$ cat src/rtl/uart_rx_byte.sv
`default_nettype none
// +--------------------------------------------------------------------------+
// | uart_rx_byte : 8N1 serial receiver, 16x oversampled via clock enable,     |
// |                valid/ack output register with frame and overrun flags.    |
// | Revision     : 1.0                                                        |
// +--------------------------------------------------------------------------+
module uart_rx_byte #(
  parameter int OS_DIV    = 54,
  parameter int OS_RATE   = 16,
  parameter int DATA_BITS = 8
) (
  input  logic                 clk,
  input  logic                 rst,
  input  logic                 rx,
  output logic [DATA_BITS-1:0] data_out,
  output logic                 data_valid,
  output logic                 frame_err,
  output logic                 overrun,
  input  logic                 rd_ack
);

  localparam int DIV_W = (OS_DIV > 0) ? $clog2(OS_DIV + 1) : 1;
  localparam int OS_W  = $clog2(OS_RATE);
  localparam int BIT_W = $clog2(DATA_BITS + 1);

  localparam logic [DIV_W-1:0] DIV_MAX  = DIV_W'(OS_DIV);
  localparam logic [OS_W-1:0]  OS_HALF  = OS_W'(OS_RATE / 2 - 1);
  localparam logic [OS_W-1:0]  OS_LAST  = OS_W'(OS_RATE - 1);
  localparam logic [BIT_W-1:0] BIT_LAST = BIT_W'(DATA_BITS - 1);

  typedef enum logic [1:0] {
    S_IDLE  = 2'd0,
    S_START = 2'd1,
    S_DATA  = 2'd2,
    S_STOP  = 2'd3
  } state_t;

  logic                 rx_meta;
  logic                 rx_s;
  logic [DIV_W-1:0]     div_cnt;
  logic                 tick;
  state_t               state;
  logic [OS_W-1:0]      os_cnt;
  logic [BIT_W-1:0]     bit_cnt;
  logic [DATA_BITS-1:0] shreg;

  // Flops reset high so a reset never looks like a start edge.
  always_ff @(posedge clk) begin
    if (rst) begin
      rx_meta <= 1'b1;
      rx_s    <= 1'b1;
    end else begin
      rx_meta <= rx;
      rx_s    <= rx_meta;
    end
  end

  assign tick = (div_cnt == DIV_MAX);

  always_ff @(posedge clk) begin
    if (rst) begin
      div_cnt <= '0;
    end else if (tick) begin
      div_cnt <= '0;
    end else begin
      div_cnt <= div_cnt + 1'b1;
    end
  end

  always_ff @(posedge clk) begin
    if (rst) begin
      state      <= S_IDLE;
      os_cnt     <= '0;
      bit_cnt    <= '0;
      shreg      <= '0;
      data_out   <= '0;
      data_valid <= 1'b0;
      frame_err  <= 1'b0;
      overrun    <= 1'b0;
    end else begin
      if (rd_ack && data_valid) begin
        data_valid <= 1'b0;
        overrun    <= 1'b0;
      end
      if (tick) begin
        case (state)
          S_IDLE: begin
            if (!rx_s) begin
              state  <= S_START;
              os_cnt <= '0;
            end
          end
          S_START: begin
            if (os_cnt == OS_HALF) begin
              os_cnt  <= '0;
              bit_cnt <= '0;
              state   <= rx_s ? S_IDLE : S_DATA;
            end else begin
              os_cnt <= os_cnt + 1'b1;
            end
          end
          S_DATA: begin
            if (os_cnt == OS_LAST) begin
              os_cnt  <= '0;
              shreg   <= {rx_s, shreg[DATA_BITS-1:1]};
              bit_cnt <= bit_cnt + 1'b1;
              if (bit_cnt == BIT_LAST) begin
                state <= S_STOP;
              end
            end else begin
              os_cnt <= os_cnt + 1'b1;
            end
          end
          S_STOP: begin
            if (os_cnt == OS_LAST) begin
              // Leaving mid stop bit lets a back-to-back start edge be seen.
              os_cnt     <= '0;
              state      <= S_IDLE;
              data_out   <= shreg;
              data_valid <= 1'b1;
              frame_err  <= ~rx_s;
              if (data_valid && !rd_ack) begin
                overrun <= 1'b1;
              end
            end else begin
              os_cnt <= os_cnt + 1'b1;
            end
          end
          default: state <= S_IDLE;
        endcase
      end
    end
  end

endmodule
`default_nettype wire

$ cat config.mk
export PLATFORM = sky130hd
export DESIGN_NAME = uart_rx_byte
export DESIGN_NICKNAME = d
export VERILOG_FILES = /design/src/rtl/uart_rx_byte.sv
export SDC_FILE = /design/constraint.sdc
export NUM_CORES = 1
export LEC_CHECK = 0
export BUFFER_PORTS_ARGS = -buffer_cell sky130_fd_sc_hd__buf_2
export CORE_ASPECT_RATIO = 0.5
export CORE_MARGIN = 2
export CORE_UTILIZATION = 47
export DETAILED_ROUTE_END_ITERATION = 10
export PLACE_DENSITY = 0.8
export SLEW_MARGIN = 10
export SYNTH_ARGS = -nofsm -noshare
export SYNTH_HDL_FRONTEND = slang
export SYNTH_SLANG_ARGS = --single-unit
$ cat constraint.sdc
create_clock -name clk -period 1.7 [get_ports clk]
set_clock_uncertainty 0.1 [all_clocks]
set_input_delay 0.085 -clock clk [delete_from_list [all_inputs] [get_ports clk]]
set_output_delay 0.085 -clock clk [all_outputs]
set_load 0.05 [all_outputs]
== Word level (Yosys, flattened, before mapping) ==
Cells that the tools add are included.

* Memories kept: 0
* Bits of input ports: 4
* Bits in read-only memories: 0
* Flip-flop bits (word level): 37
* Output and inout bits: 11
* Bits in latches: 0
* RAM bits: 0
* Word-level logic and storage cells: 62

* Divide/modulo/power cells: 0
* Multipliers: 0
* Equal/unequal tests: 12
* Magnitude comparators: 0
* Reduce and logical (&&, ||, !) cells: 12
* Multiplexer cells: 23
* Shift-type cells: 0
* Bitwise logic cells: 1
* Add/sub/neg operators: 3

{| class="wikitable"
|+ Operators by type and width
! kind !! number
|-
| $mux W4 || 5
|-
| $mux W2 || 6
|-
| $pmux W4 S3 || 1
|-
| $ne A2 B2 Y1 const B || 5
|-
| $mux W1 || 9
|-
| $add A4 B1 Y4 const B || 2
|-
| $eq A4 B3 Y1 const B || 2
|-
| $pmux W2 S4 || 1
|-
| $pmux W4 S2 || 1
|-
| $add A6 B1 Y6 const B || 1
|-
| $eq A6 B6 Y1 const B || 1
|-
| $reduce_and A3 Y1 || 2
|-
| $reduce_and A6 Y1 || 1
|-
| $eq A2 B2 Y1 const B || 2
|-
| $eq A4 B4 Y1 const B || 1
|-
| $reduce_and A4 Y1 || 1
|-
| $reduce_or A2 Y1 || 2
|-
| $eq A2 B1 Y1 const B || 1
|-
| $logic_and A1 B1 Y1 || 2
|-
| $logic_not A2 Y1 || 1
|-
| $reduce_and A2 Y1 || 1
|-
| $reduce_bool A2 Y1 || 1
|-
| $logic_not A1 Y1 || 1
|-
| $not A1 Y1 || 1
|}

== Logic depth before layout (Yosys ltp) ==
Gate-level depths: netlist of the first run.

* Word-level depth: 6
* Depth in mapped cells: 7
* Depth with buffers taken out: 6

== Worst setup path before layout of the first run ==
No wires, ideal clock.

* Kind: register to register
* Start: register state[0]
* End: register bit_cnt[1]
* Clock period less this slack: 1826 ps
* Cell stages (with the launch flop): 5
* Slack: -126 ps
* Setup time: 71 ps
* Arrival time: 1656 ps
* Required time: 1529 ps
* Buffers on the path: 0
* Cells stage by stage: dfxtp_1 or3b_1 a211o_1 or4b_1 a21oi_1

* Cells in the longest elaborated chain, start to end: 3
* Elaborated cells on any way between the ends: 7
* Those cells by class: 4 x eq/ne; 1 x mux; 2 x reduce/logical

{| class="wikitable"
|+ RTL lines
! element !! RTL line !! text
|-
| start: declaration || 42 || <nowiki>state_t state;</nowiki>
|-
| start signal: assignment || 97 || <nowiki>state <= rx_s ? S_IDLE : S_DATA;</nowiki>
|-
| $eq A2 B2 Y1 or $eq A2 B1 Y1 (tied branches) || 86 || <nowiki>case (state)</nowiki>
|-
| $ne A2 B2 Y1 (no source line) or $reduce_bool A2 Y1 (tied branches) || n/a ||
|-
| $reduce_and A4 Y1 (no source line) || n/a ||
|-
| end signal: assignment || 106 || <nowiki>bit_cnt <= bit_cnt + 1'b1;</nowiki>
|-
| end: declaration || 44 || <nowiki>logic [BIT_W-1:0] bit_cnt;</nowiki>
|}

Several ways; a longest one is shown, not always the timed one.
A chain may end at the register's enable or synchronous reset.

== Worst setup path in the final report of the first run ==
* Start: register div_cnt[0]
* End: register bit_cnt[1]

* Cells in the longest elaborated chain, start to end: 2

{| class="wikitable"
|+ RTL lines
! element !! RTL line !! text
|-
| start: declaration || 40 || <nowiki>logic [DIV_W-1:0] div_cnt;</nowiki>
|-
| start signal: assignment || 66 || <nowiki>div_cnt <= div_cnt + 1'b1;</nowiki>
|-
| $eq A6 B6 Y1 || 58 || <nowiki>assign tick = (div_cnt == DIV_MAX);</nowiki>
|-
| $reduce_and A4 Y1 (no source line) || n/a ||
|}

Every way passes these cells.

==> results of run 1 <==
-- layout make-up --
class,instances,area [um^2],share of cell area (%)
sequential,37,748.2,35.24
tap,40,50.05,2.357
timing repair buffer,48,361.6,17.03
clock buffer,5,68.82,3.241
inverter,5,18.77,0.8839
multi-input combinational,113,853.3,40.19
clock inverter,3,22.52,1.061
-- per-stage QoR --
| step | power, mW | utilization (%) | hold slack, ns | instances | worst slack [ns] |
|---|---|---|---|---|---|
| 2_1_floorplan | 0.9300 | - | 0.08729 | 166 | -0.02789 |
| 3_3_place_gp | 0.9527 | 60.49 | 0.1693 | 237 | -0.04589 |
| 3_5_place_dp | 0.9559 | 60.49 | 0.1778 | 237 | -0.1378 |
| 4_1_cts | 1.575 | 67.07 | 0.06021 | 249 | -0.1120 |
| 5_1_grt | 1.626 | 68.48 | 0.09654 | 251 | -0.1859 |
| 6_report | 1.573 | 68.48 | 0.07847 | 251 | -0.1425 |
-- power by group --
part	total, mW	switching, mW	internal (mW)
Clock	0.617	0.327	0.290
Combinational	0.0720	0.0368	0.0353
Sequential	0.883	0.00835	0.875
-- flip-flops by register name, summed over array words and instances (netlist names), named ones only --
register	flops
frame_err	1
rx_meta	1
div_cnt	6
shreg	8
rx_s	1
state	1
data_valid	1
os_cnt	4
bit_cnt	4
data_out	8
-- worst max-delay path, cell delays in order, from the launching register on --
cell and delay [ns]:
dfxtp_2 0.34, inv_2 0.07, ha_4 0.13, nand4b_1 0.19, a211o_1 0.32, or4b_1 0.50, a21oi_2 0.13
-- cell families (layout without fill, tap and decap cells) --
family                   after synthesis  after routing  synth area share [%]
AND/OR/NAND/NOR                       63             63                 20.78
XOR/XNOR                               7              7                 3.901
flip-flops                            37             37                 47.13
adder cells (fa/ha/maj)                4              4                 3.185
AO/OA/AOI/OAI                         21             21                 9.395
multiplexers                          18             18                 11.54
buffers and inverters                 16             61                 4.060
-- per-layer routing --
layer | part of all wire, % | vias to the layer above | GRT usage, %
met1 | 42 | 702 | 26.00
met4 | 4.5 | 0 | 13.02
li1 | - | 673 | -
met3 | 6.3 | 20 | 6.947
met2 | 47 | 79 | 40.00
met5 | 0 | - | 0
-- what timing repair did --
item | 4_1_cts | 5_1_grt
setup buffers | 1 | 3
cloned | 1 | 0
pin swaps | 7 | 7
setup endpoints to repair | 4 | 28
hold endpoints to repair | 3 | 0
resized for setup | 15 | 12
hold buffers | 2 | 0
-- worst paths after layout --
check	slack (ns)	start	to
max	-0.14	div_cnt[0]$_SDFF_PP0_	bit_cnt[1]$_SDFFE_PP0P_
min	0.08	rst	data_out[6]$_SDFFE_PP0P_
max reg2reg	-0.14	div_cnt[0]$_SDFF_PP0_	bit_cnt[1]$_SDFFE_PP0P_
min reg2reg	0.33	rx_meta$_SDFF_PP1_	rx_s$_SDFF_PP1_
-- Yosys cell counts, types with 2 or more instances --
cell	n
nand3_1	7
or2_2	3
a211oi_1	5
nand4b_1	2
clkbuf_1	8
dfxtp_1	37
nand3b_1	3
ha_1	4
xor2_1	2
and4b_1	2
nand2_1	4
inv_1	5
xnor2_1	5
mux2i_1	17
nor2_1	23
a21o_1	2
buf_2	3
nor3_1	11
a21oi_1	7
nand2b_1	2
==> flow_summary_export.csv, run 1 <==
group,metric,value,unit
timing,slew_viol_final,0,
placement,port_buffers,14,
yosys,synthTopCellsByArea,"dfxtp_1 (47%), mux2i_1 (11%), nor2_1 (5.5%)",
global_routing,grt_pass1_wl,6.624,mm
yosys,syn_area,1572,um^2
layout,diodes,0,
placement,place_area,1876,um^2
timing,fmax,0.5427,GHz
global_routing,grt_max_degree,21,
layout,final_common_cell,"dfxtp_1",
worst_setup_path,path_max_fanout,4,
detailed_routing,detail-route-antenna-nets,0,
layout,stdcell_area,2123,um^2
worst_setup_path,end_kind,"register",
outcome,violations,"setup timing",
detailed_routing,vias,1474,
min_path,hold_depth,2,
die,core.rowCount,14,
layout,nNetsFinal,218,
clock_network,cts_buffers,5,
layout,area_growth,35.11,%
power_and_ir_drop,p_leak,0.8459,nW
yosys,synthArstFlopShare,0,%
outcome,status,"complete, but fails checks",
yosys,ys_seq_area_share,47.13,%
die,start_util,50.69,%
yosys,synth_flop_cell,"dfxtp_1",
clock_network,clockRootBuffer,"clkbuf_8",
detailed_routing,drcViolationCount,0,
detailed_routing,via_per_inst,5.873,
die,die_width,85.78,um
timing,post-route-min-period,1.843,ns
power_and_ir_drop,power.density,740.8,nW/um^2
worst_setup_path,critPathRequiredTime,1.83,ns
yosys,synth_enable_flop_cells,0,
min_path,hold_class,"in2reg",
placement,place_congestion,0.7877,
yosys,synthesis.nets,174,
timing,finalSetupViolations,16,
timing,maxSlewHeadroom,74.94,%
global_routing,grt_pass1_vias,1429,
clock_network,cts_buffer_depth,2,
timing,tns,-0.5481,ns
clock_network,clk_latency,0.29,ns
worst_setup_path,rr_worst_depth,6,
timing,worst_slack,-0.1425,ns
timing,period_share,108.4,%
global_routing,grt_overflow,0,
global_routing,grt_usage,22.92,%
yosys,synth_top_area_share,47.13,%
die,core,3100,um^2
clock_network,clock_sinks,37,
yosys,yosysWarnings,0,
worst_setup_path,criticalPathCategory,"reg2reg",
clock_network,htree_levels,2,
placement,hpwlAfterDp,2.436,mm
yosys,synth_top_area_cell,"dfxtp_1",
yosys,avgSynthCellArea,9.467,um^2
die,die_h,44.89,um
clock_network,clkTransAtPathRegs,0.07,ns
yosys,synth_cell_type_count,34,
timing,rsz0062_at_grt,"true",
detailed_routing,routed_wl,4.263,mm
clock_network,cts_tree,"built",
detailed_routing,drt-pass1-iter-count,4,
timing,worst_pin_slew,0.3759,ns
worst_setup_path,startpoint_type,"register",
detailed_routing,drtIter0Drc,108,
detailed_routing,wl_per_cell,16.98,um
die,io_pins,15,
worst_setup_path,critPathArrivalTime,1.97,ns
yosys,syn_inst,166,
run,maxCapViolCount,0,
layout,layout_common_cells,"dfxtp_1 (31), buf_4 (28), nor2_1 (22), mux2i_1 (16), buf_2 (14)",
yosys,ys_seq_elements,37,
layout,num-fill-cells,190,
layout,drive_above_1_share,36.97,%
timing,hold_viol,0,
global_routing,antenna_found_initial,0,
power_and_ir_drop,peakVddDrop,0.5495,mV
die,design.die.area,3850,um^2
Power figures use the tool's default switching activity.
==> run 2, diff against run 1 <==
--- a/config.mk
+++ b/config.mk
@@ -9,8 +9,9 @@
 export CORE_ASPECT_RATIO = 0.5
 export CORE_MARGIN = 2
 export CORE_UTILIZATION = 47
+export CTS_BUF_LIST = sky130_fd_sc_hd__clkbuf_2 sky130_fd_sc_hd__clkbuf_4 sky130_fd_sc_hd__clkbuf_8
 export DETAILED_ROUTE_END_ITERATION = 10
-export PLACE_DENSITY = 0.8
+export PLACE_DENSITY = 0.78
 export SLEW_MARGIN = 10
 export SYNTH_ARGS = -nofsm -noshare
 export SYNTH_HDL_FRONTEND = slang
==> constraint.sdc (replaced) <==
create_clock -name clk -period 1.85 [get_ports clk]
set_clock_uncertainty 0.1 [all_clocks]
set_input_delay 0.0925 -clock clk [delete_from_list [all_inputs] [get_ports clk]]
set_output_delay 0.0925 -clock clk [all_outputs]
set_load 0.05 [all_outputs]
==> run 2 against run 1 <==
Against the previous run: the run still ends with setup timing left; sequential share of layout area increased by 3.4 points; clock power increased by 14%; setup slack improved by 0.14 ns; non-clock buffer count decreased by 18; sequential power decreased by 8.0%; fmax decreased by 0.44%; power about the same; die area unchanged; hold slack improved by 0.14 ns.
==> flow_summary_export.csv, run 2 (same netlist as run 1, synthesis figures left out) <==
group,metric,value,unit
outcome,status,"complete, but fails checks",
outcome,violations,"setup timing",
timing,fmax,0.5403,GHz
worst_setup_path,criticalPathCategory,"reg2reg",
clock_network,clkTransAtPathRegs,0.07,ns
timing,whs,0.2144,ns
timing,worst_pin_slew,0.6372,ns
timing,period_share,100.0,%
min_path,hold_class,"in2reg",
layout,diodes,0,
clock_network,cts_tree,"built",
layout,drive_above_1_share,25.39,%
global_routing,grt_pass1_vias,1223,
layout,num-fill-cells,240,
worst_setup_path,critPathRequiredTime,1.97,ns
worst_setup_path,slowest_stage,"or4b_4",
clock_network,cts_buffers,5,
layout,nNetsFinal,200,
layout,layout_common_cells,"dfxtp_1 (34), nor2_1 (23), mux2i_1 (17), buf_2 (14), buf_4 (13)",
global_routing,grt_overflow,0,
global_routing,grt_max_degree,39,
power_and_ir_drop,power.density,813.0,nW/um^2
clock_network,cts_buffer_depth,2,
placement,hpwlAfterDp,2.114,mm
detailed_routing,via_per_inst,5.309,
placement,place_congestion,0.8813,
detailed_routing,vias,1237,
clock_network,clockRootBuffer,"clkbuf_8",
global_routing,antenna_found_initial,0,
worst_setup_path,end_kind,"register",
worst_setup_path,critPathArrivalTime,1.97,ns
global_routing,grt_pass1_wl,5.526,mm
die,die_h,44.89,um
power_and_ir_drop,peakVddDrop,0.5107,mV
timing,rsz0062_at_grt,"true",
die,core,3100,um^2
clock_network,clock_sinks,37,
timing,hold_viol,0,
timing,post-route-min-period,1.851,ns
power_and_ir_drop,p_leak,0.7350,nW
placement,dp.cells,221,
timing,maxSlewHeadroom,57.52,%
worst_setup_path,path_max_fanout,4,
detailed_routing,drt-pass1-iter-count,6,
die,io_pins,15,
layout,area_growth,23.01,%
worst_setup_path,cp_cell_sequence,"or3b_1 > a211o_1 > or4b_4 > a21oi_2",
timing,worst_slack,-0.0007434,ns
timing,finalSetupViolations,1,
die,start_util,50.69,%
placement,dp_worst_setup_slack,-0.006300,ns
run,maxCapViolCount,0,
global_routing,grt_usage,18.97,%
detailed_routing,detail-route-antenna-nets,0,
layout,instances_no_fill,233,
worst_setup_path,startpoint_type,"register",
layout,finalCoreUtilization,62.35,%
detailed_routing,drcViolationCount,0,
detailed_routing,routed_wl,3.152,mm
die,die_width,85.78,um
placement,port_buffers,14,
layout,top_regs,"data_out x8, shreg x8, div_cnt x6",
clock_network,htree_levels,2,
clock_network,clk_latency,0.29,ns
layout,final_common_cell,"dfxtp_1",
die,core.rowCount,14,
timing,slew_viol_final,0,
detailed_routing,wl_per_cell,13.53,um
worst_setup_path,slowest_delay,0.52,ns
power_and_ir_drop,design_power_total,1.572,mW
detailed_routing,drtIter0Drc,100,
die,design.die.area,3850,um^2
## run 2: changes by cell type in the layout (fill, tap and decap cells not counted), sizes merged
cell	previous run	this run
buf	46	28
bufinv	0	1
clkbuf	5	6
clkinv	3	1
## run 2: repair_timing
item | 4_1_cts | 5_1_grt
setup endpoints to repair | 1 | 7
pin swaps | 1 | 6
hold endpoints to repair | 2 | 0
resized for setup | 2 | 8
hold buffers | 2 | 0
setup buffers | 0 | 2
## run 2: metrics by stage
stage,area [um^2],TNS (ns)
floorplan,1572,0
global placement,1754,0
detailed placement,1754,-0.006300
CTS,1893,0
global route,1933,-0.07628
finish,1933,-0.0007434
## run 2: cell type report
cell class	count	area, um^2	share of cell area, %
Multi-Input combinational cell	113	794.5	41.10
Clock inverter	2	38.79	2.006
Sequential cell	37	747.0	38.64
Clock buffer	6	76.32	3.948
Tap cell	40	50.05	2.589
Inverter	5	18.77	0.9709
Timing Repair Buffer	30	207.7	10.74
## run 2: layer usage
| metal | GRT usage [%] | share of wire, % | vias to the layer above |
|---|---|---|---|
| met5 | 0 | 0 | - |
| met4 | 6.984 | 2.0 | 0 |
| met3 | 6.764 | 4.9 | 8 |
| met2 | 33.28 | 47 | 34 |
| met1 | 22.10 | 46 | 561 |
| li1 | - | - | 634 |
## run 2: where the power goes
part | total, mW | leakage (nW) | switching [mW] | internal, mW
clock | 0.706 | 0.0588 | 0.287 | 0.419
combinational | 0.0527 | 0.376 | 0.0272 | 0.0255
sequential | 0.812 | 0.300 | 0.00815 | 0.804
## run 2: critical path: cells and delay by family, from the launching register on
| family | cells | cell delay, ns |
|---|---|---|
| AND/OR/NAND/NOR | 2 | 0.91 |
| AO/OA/AOI/OAI | 2 | 0.46 |
| flip-flops | 1 | 0.31 |
## run 2: final timing paths
| kind | startpoint | endpoint | slack (ns) | depth (start not counted) |
|---|---|---|---|---|
| worst max register to register | register | bit_cnt[1]$_SDFFE_PP0P_ | -0.0007 | 4 |
| worst max-delay path | register | bit_cnt[1]$_SDFFE_PP0P_ | -0.0007 | 4 |
| worst min register to register | rx_meta$_SDFF_PP1_ | rx_s$_SDFF_PP1_ | 0.33 | 1 |
| worst min-delay path | rst | shreg[6]$_SDFFE_PP0P_ | 0.21 | 2 |
